### src/rtl/wb_req_master.sv
// Wishbone classic-cycle initiator: turns one valid/ready request into a single
// read or write cycle, with bounded retry on rty and a stalled-stb watchdog.
module wb_req_master #(
  parameter int DATA_WIDTH   = 32,
  parameter int ADDR_WIDTH   = 32,
  parameter int SELECT_WIDTH = DATA_WIDTH / 8,
  parameter int TIMEOUT      = 255,
  parameter int MAX_RETRY    = 3
) (
  input  logic                    clk,
  input  logic                    rst_n,
  input  logic                    req_valid,
  output logic                    req_ready,
  input  logic [ADDR_WIDTH-1:0]   req_addr,
  input  logic [DATA_WIDTH-1:0]   req_wdata,
  input  logic                    req_we,
  input  logic [SELECT_WIDTH-1:0] req_sel,
  output logic                    rsp_valid,
  input  logic                    rsp_ready,
  output logic [DATA_WIDTH-1:0]   rsp_rdata,
  output logic [1:0]              rsp_status,
  output logic                    busy,
  output logic [ADDR_WIDTH-1:0]   wbm_adr_o,
  output logic [DATA_WIDTH-1:0]   wbm_dat_o,
  input  logic [DATA_WIDTH-1:0]   wbm_dat_i,
  output logic                    wbm_we_o,
  output logic [SELECT_WIDTH-1:0] wbm_sel_o,
  output logic                    wbm_stb_o,
  input  logic                    wbm_ack_i,
  input  logic                    wbm_err_i,
  input  logic                    wbm_rty_i,
  output logic                    wbm_cyc_o
);

  // Counter widths are kept at least one bit so TIMEOUT=0 / MAX_RETRY=0 still elaborate.
  localparam int TO_W = (TIMEOUT > 0) ? $clog2(TIMEOUT + 1) : 1;
  localparam int RT_W = (MAX_RETRY > 0) ? $clog2(MAX_RETRY + 1) : 1;
  localparam logic [TO_W-1:0] TO_LAST = TO_W'((TIMEOUT > 0) ? TIMEOUT - 1 : 0);
  localparam logic [TO_W-1:0] TO_SAT  = {TO_W{1'b1}};
  localparam logic [RT_W-1:0] RT_MAX  = RT_W'(MAX_RETRY);

  localparam logic [1:0] ST_OK  = 2'b00;
  localparam logic [1:0] ST_ERR = 2'b01;
  localparam logic [1:0] ST_RTY = 2'b10;
  localparam logic [1:0] ST_TO  = 2'b11;

  typedef enum logic [1:0] {
    IDLE  = 2'd0,
    CYCLE = 2'd1,
    GAP   = 2'd2,
    RESP  = 2'd3
  } state_t;

  state_t                  state_r, state_s;
  logic [ADDR_WIDTH-1:0]   adr_r, adr_s;
  logic [DATA_WIDTH-1:0]   dat_r, dat_s;
  logic                    we_r, we_s;
  logic [SELECT_WIDTH-1:0] sel_r, sel_s;
  logic                    cyc_r, cyc_s;
  logic                    stb_r, stb_s;
  logic                    rsp_valid_r, rsp_valid_s;
  logic [DATA_WIDTH-1:0]   rdata_r, rdata_s;
  logic [1:0]              status_r, status_s;
  logic                    req_ready_r, req_ready_s;
  logic                    busy_r, busy_s;
  logic [RT_W-1:0]         retry_r, retry_s;
  logic [TO_W-1:0]         to_cnt_r, to_cnt_s;
  logic                    to_hit_s;

  // Next-state and next-output computation for every registered signal.
  always_comb begin
    state_s     = state_r;
    adr_s       = adr_r;
    dat_s       = dat_r;
    we_s        = we_r;
    sel_s       = sel_r;
    cyc_s       = cyc_r;
    stb_s       = stb_r;
    rsp_valid_s = rsp_valid_r;
    rdata_s     = rdata_r;
    status_s    = status_r;
    retry_s     = retry_r;
    to_cnt_s    = to_cnt_r;
    to_hit_s    = (TIMEOUT != 0) && (to_cnt_r == TO_LAST);

    case (state_r)
      IDLE: begin
        if (req_valid && req_ready_r) begin
          adr_s    = req_addr;
          dat_s    = req_wdata;
          we_s     = req_we;
          sel_s    = req_sel;
          cyc_s    = 1'b1;
          stb_s    = 1'b1;
          retry_s  = '0;
          to_cnt_s = '0;
          state_s  = CYCLE;
        end else begin
          state_s  = IDLE;
        end
      end

      // Terminations are checked before the watchdog so a late ack still wins.
      CYCLE: begin
        if (wbm_err_i) begin
          rdata_s     = '0;
          status_s    = ST_ERR;
          cyc_s       = 1'b0;
          stb_s       = 1'b0;
          rsp_valid_s = 1'b1;
          state_s     = RESP;
        end else if (wbm_ack_i) begin
          rdata_s     = we_r ? '0 : wbm_dat_i;
          status_s    = ST_OK;
          cyc_s       = 1'b0;
          stb_s       = 1'b0;
          rsp_valid_s = 1'b1;
          state_s     = RESP;
        end else if (wbm_rty_i) begin
          cyc_s = 1'b0;
          stb_s = 1'b0;
          if (retry_r < RT_MAX) begin
            retry_s = retry_r + 1'b1;
            state_s = GAP;
          end else begin
            rdata_s     = '0;
            status_s    = ST_RTY;
            rsp_valid_s = 1'b1;
            state_s     = RESP;
          end
        end else if (to_hit_s) begin
          to_cnt_s    = to_cnt_r + 1'b1;
          rdata_s     = '0;
          status_s    = ST_TO;
          cyc_s       = 1'b0;
          stb_s       = 1'b0;
          rsp_valid_s = 1'b1;
          state_s     = RESP;
        end else begin
          to_cnt_s = (to_cnt_r == TO_SAT) ? to_cnt_r : to_cnt_r + 1'b1;
          state_s  = CYCLE;
        end
      end

      GAP: begin
        to_cnt_s = '0;
        cyc_s    = 1'b1;
        stb_s    = 1'b1;
        state_s  = CYCLE;
      end

      // Leaving via IDLE guarantees cyc low for at least two cycles between transactions.
      RESP: begin
        if (rsp_ready) begin
          rsp_valid_s = 1'b0;
          state_s     = IDLE;
        end else begin
          state_s     = RESP;
        end
      end

      default: begin
        cyc_s       = 1'b0;
        stb_s       = 1'b0;
        rsp_valid_s = 1'b0;
        state_s     = IDLE;
      end
    endcase

    req_ready_s = (state_s == IDLE);
    busy_s      = (state_s != IDLE);
  end

  // State and output registers; reset drops the bus cycle without a clock edge.
  always_ff @(posedge clk or negedge rst_n) begin
    if (!rst_n) begin
      state_r     <= IDLE;
      adr_r       <= '0;
      dat_r       <= '0;
      we_r        <= 1'b0;
      sel_r       <= '0;
      cyc_r       <= 1'b0;
      stb_r       <= 1'b0;
      rsp_valid_r <= 1'b0;
      rdata_r     <= '0;
      status_r    <= 2'b00;
      req_ready_r <= 1'b1;
      busy_r      <= 1'b0;
      retry_r     <= '0;
      to_cnt_r    <= '0;
    end else begin
      state_r     <= state_s;
      adr_r       <= adr_s;
      dat_r       <= dat_s;
      we_r        <= we_s;
      sel_r       <= sel_s;
      cyc_r       <= cyc_s;
      stb_r       <= stb_s;
      rsp_valid_r <= rsp_valid_s;
      rdata_r     <= rdata_s;
      status_r    <= status_s;
      req_ready_r <= req_ready_s;
      busy_r      <= busy_s;
      retry_r     <= retry_s;
      to_cnt_r    <= to_cnt_s;
    end
  end

  assign req_ready  = req_ready_r;
  assign rsp_valid  = rsp_valid_r;
  assign rsp_rdata  = rdata_r;
  assign rsp_status = status_r;
  assign busy       = busy_r;
  assign wbm_adr_o  = adr_r;
  assign wbm_dat_o  = dat_r;
  assign wbm_we_o   = we_r;
  assign wbm_sel_o  = sel_r;
  assign wbm_stb_o  = stb_r;
  assign wbm_cyc_o  = cyc_r;

endmodule

### config.mk
export PLATFORM = sky130hd
export DESIGN_NAME = wb_req_master
export DESIGN_NICKNAME = d
export VERILOG_FILES = /design/src/rtl/wb_req_master.sv
export SDC_FILE = /design/constraint.sdc
export NUM_CORES = 1
export LEC_CHECK = 0
export CORE_UTILIZATION = 39
export DETAILED_ROUTE_END_ITERATION = 10
export PLACE_DENSITY = 0.88
export SLEW_MARGIN = 25
export SYNTH_ARGS = -nofsm -noshare
export SYNTH_HDL_FRONTEND = slang
export SYNTH_SLANG_ARGS = --single-unit
### constraint.sdc
create_clock -name clk -period 4.15 [get_ports clk]
set_clock_uncertainty 0.1 [all_clocks]
set_input_delay 0.415 -clock clk [delete_from_list [all_inputs] [get_ports clk]]
set_output_delay 0.415 -clock clk [all_outputs]
set_load 0.02 [all_outputs]
==> impl_metrics.tcl <==
set metrics [dict create \
    relSlewSlack_pct 39.70 \
    wirelength_um 12600 \
    cts_hold_buf 0 \
    core_sq_mm 0.01156 \
    drv_cap 0 \
    status "finished, violations left" \
    grt_pass1_wl_um 20120 \
    worst_pin_slew_ns 0.9045 \
    setup_viol 0 \
    critPathMaxFanout 71 \
    place.gp.congestion 0.7901 \
    drt_iter0_drc 128 \
    post_dp_cell_area_sq_mm 0.006958 \
    drv_slew 0 \
    final_layout_size_suffix_gt1_share_pct 20.14 \
    grt_max_degree 72 \
    root_buffer "clkbuf_16" \
    avgViaCountPerCell 5.179 \
    wl_met3_um 921 \
    cts_resized 0 \
    cts.sinks 119 \
    fin_crit_ns 2.200 \
    ant_nets 0 \
    yosysSeqAreaShare_pct 63.51 \
    yosysTopAreaCell "dfrtp_1" \
    drt-met1-wl_um 4727 \
    setup_tns_ns 0 \
    clk_transition_reported_paths_ns 0.05 \
    die_area_sq_mm 0.01247 \
    port_buffers 215 \
    yosysWarnings 0 \
    syn_area_per_cell_sq_um 14.57 \
    ys_seq_elements 119 \
    synthArstFlopShare_pct 100.0 \
    synth_fp_nets 433 \
    violations "design-rule violations" \
    hp-class "in -> async" \
    grt_overflow 0 \
    clock_latency_ns 0.41 \
    finalInstanceArea_sq_mm 0.007562 \
    synth_cells 322 \
    cts_tree "built" \
    synthTopCellsByArea "dfrtp_1 (63%), mux2_2 (17%), a22o_1 (6.0%)" \
    pin_count 216 \
    area_growth_pct 61.22 \
    antenna_found_initial 0 \
    dr.pass1.iters 7 \
    dp_hpwl_um 8777 \
    num-nets-final 654 \
    min_period_over_period_pct 53.02 \
    grt_pass1_vias 3942 \
    diodes 0 \
    cp.required_ns 4.33 \
    cts_max_level 4 \
    synth-edff-count 0 \
    finalPower_w 0.005960 \
    ir_drop_mv 0.4878 \
    top_layer "met4" \
    ys_types 40 \
    rsz0062_at_grt "false" \
    fmax_ghz 0.4544 \
    critPathArrivalTime_ns 2.39 \
    r2r_setup_slack_ns 1.95 \
    placementRows 39 \
    worst_slack_ns 1.950 \
    drc 10 \
    cp-end-kind "flip-flop" \
    critPathKind "reg -> reg" \
    ys.flop_type "dfrtp_1" \
    cp-start-kind "flip-flop" \
    hold_viol_final 0 \
    synth_top_area_share_pct 62.95 \
    post_drt_wl_per_cell_um 18.03 \
    via_count 3620 \
    wl_met2_um 6579 \
    clockBufferDepth 2 \
    p_leak_nw 3.285 \
    place_ws_ns 1.596 \
    post-cts-setup-buffers 0 \
    start_util_pct 40.56 \
    die_h_um 111.7 \
    die_w_um 111.7 \
    numCtsBuffers 17 \
    power_density_mw_per_mm2 788.1 \
    grt.total_usage_pct 21.03 \
    syn_area_sq_mm 0.004691 \
]
[synthesized netlist by cell type (3+ instances only)]
library cell and n:
a22o_1 32, nor2_1 7, buf_6 4, nand2_1 15, buf_2 10, mux2_2 69
inv_1 4, o21ai_0 7, ha_1 3, clkbuf_1 3, nand4_1 4, or3_1 4
nand3_1 7, dfrtp_1 118
[layer usage]
metal	global-route usage (%)	up-vias
met2	35.69	167
met4	10.99	0
met5	0	-
met3	7.948	32
met1	22.87	1791
li1	-	1630
[worst paths after layout]
path / from / endpoint / cells past startpoint
setup / recovery: req_ready$_DFF_PN1_ / wbm_dat_o[8]$_DFFE_PN0P_ / 4
hold / removal: rst_n / to_cnt_r[4]$_DFFE_PN0P_ / 1
min in group clk: rsp_valid$_DFFE_PN0P_ / rsp_valid$_DFFE_PN0P_ / 2
setup reg to reg: req_ready$_DFF_PN1_ / wbm_dat_o[8]$_DFFE_PN0P_ / 4
hold reg to reg: rsp_valid$_DFFE_PN0P_ / rsp_valid$_DFFE_PN0P_ / 2
max in group asynchronous: rst_n / rsp_rdata[23]$_DFFE_PN0P_ / 2
[critical path, stage by stage, from the launching register on]
cell and delay, ns:
dfstp_2 0.55, nand2_1 0.12, nor3_4 0.13, buf_4 0.71
mux2_2 0.42
[flip-flops by register name (all words and copies together), names as in the netlist]
register    flops
busy            1
req_ready       1
retry_r         2
rsp_rdata      32
rsp_status      2
rsp_valid       1
state_r         2
to_cnt_r        8
wbm_adr_o      32
wbm_dat_o      32
wbm_sel_o       4
wbm_stb_o       1
wbm_we_o        1
[cell type report]
class | instances | area [sq um]
Inverter | 4 | 15.01
Multi-Input combinational cell | 181 | 1598
Clock inverter | 8 | 92.59
Sequential cell | 119 | 2979
Fill cell | 845 | 4003
Timing Repair Buffer | 220 | 2187
Clock buffer | 24 | 511.7
Tap cell | 143 | 178.9
[logic make-up after synthesis]
kind of cell | count (synthesis) | share of synthesized area [%]
multiplexers | 70 | 16.78
flip-flops | 119 | 63.51
buffers and inverters | 22 | 2.747
AO/OA/AOI/OAI | 58 | 10.24
adder cells (fa/ha/maj) | 3 | 0.8003
AND/OR/NAND/NOR | 50 | 5.921
[placed cells by master (no fill, tap or decap), drive strengths merged, types with 2 or more instances in the layout]
cell and instances:
o22ai 2, bufinv 2, a21boi 2, nand4 4, o31a 2, clkdlybuf4s50 214, a21oi 2, o21ai 7
buf 6, nor4b 2, mux2 69, nor2 7, ha 3, a2bb2oi 2, nand2b 2, nand3 7
nor3 3, nand3b 2, clkbuf 24, dfrtp 118, clkinv 5, or3 4, a22o 32, nand2 15
inv 4
[metrics by stage]
stage / hold WS (ns) / util (%) / std cells
2_1_floorplan: 0.01941 / - / 322
3_3_place_gp: 0.3636 / 60.16 / 667
3_5_place_dp: 0.3753 / 60.16 / 667
4_1_cts: 0.05018 / 65.39 / 699
5_1_grt: 0.1023 / 65.39 / 699
6_report: 0.02176 / 65.39 / 699
[power by group]
part           switching (W)  internal (W)
Sequential          0.000336       0.00167
Combinational        0.00119       0.00130
Clock               0.000493      0.000973
Total                0.00202       0.00394
Note: power is estimated with default switching activity, not from simulation.
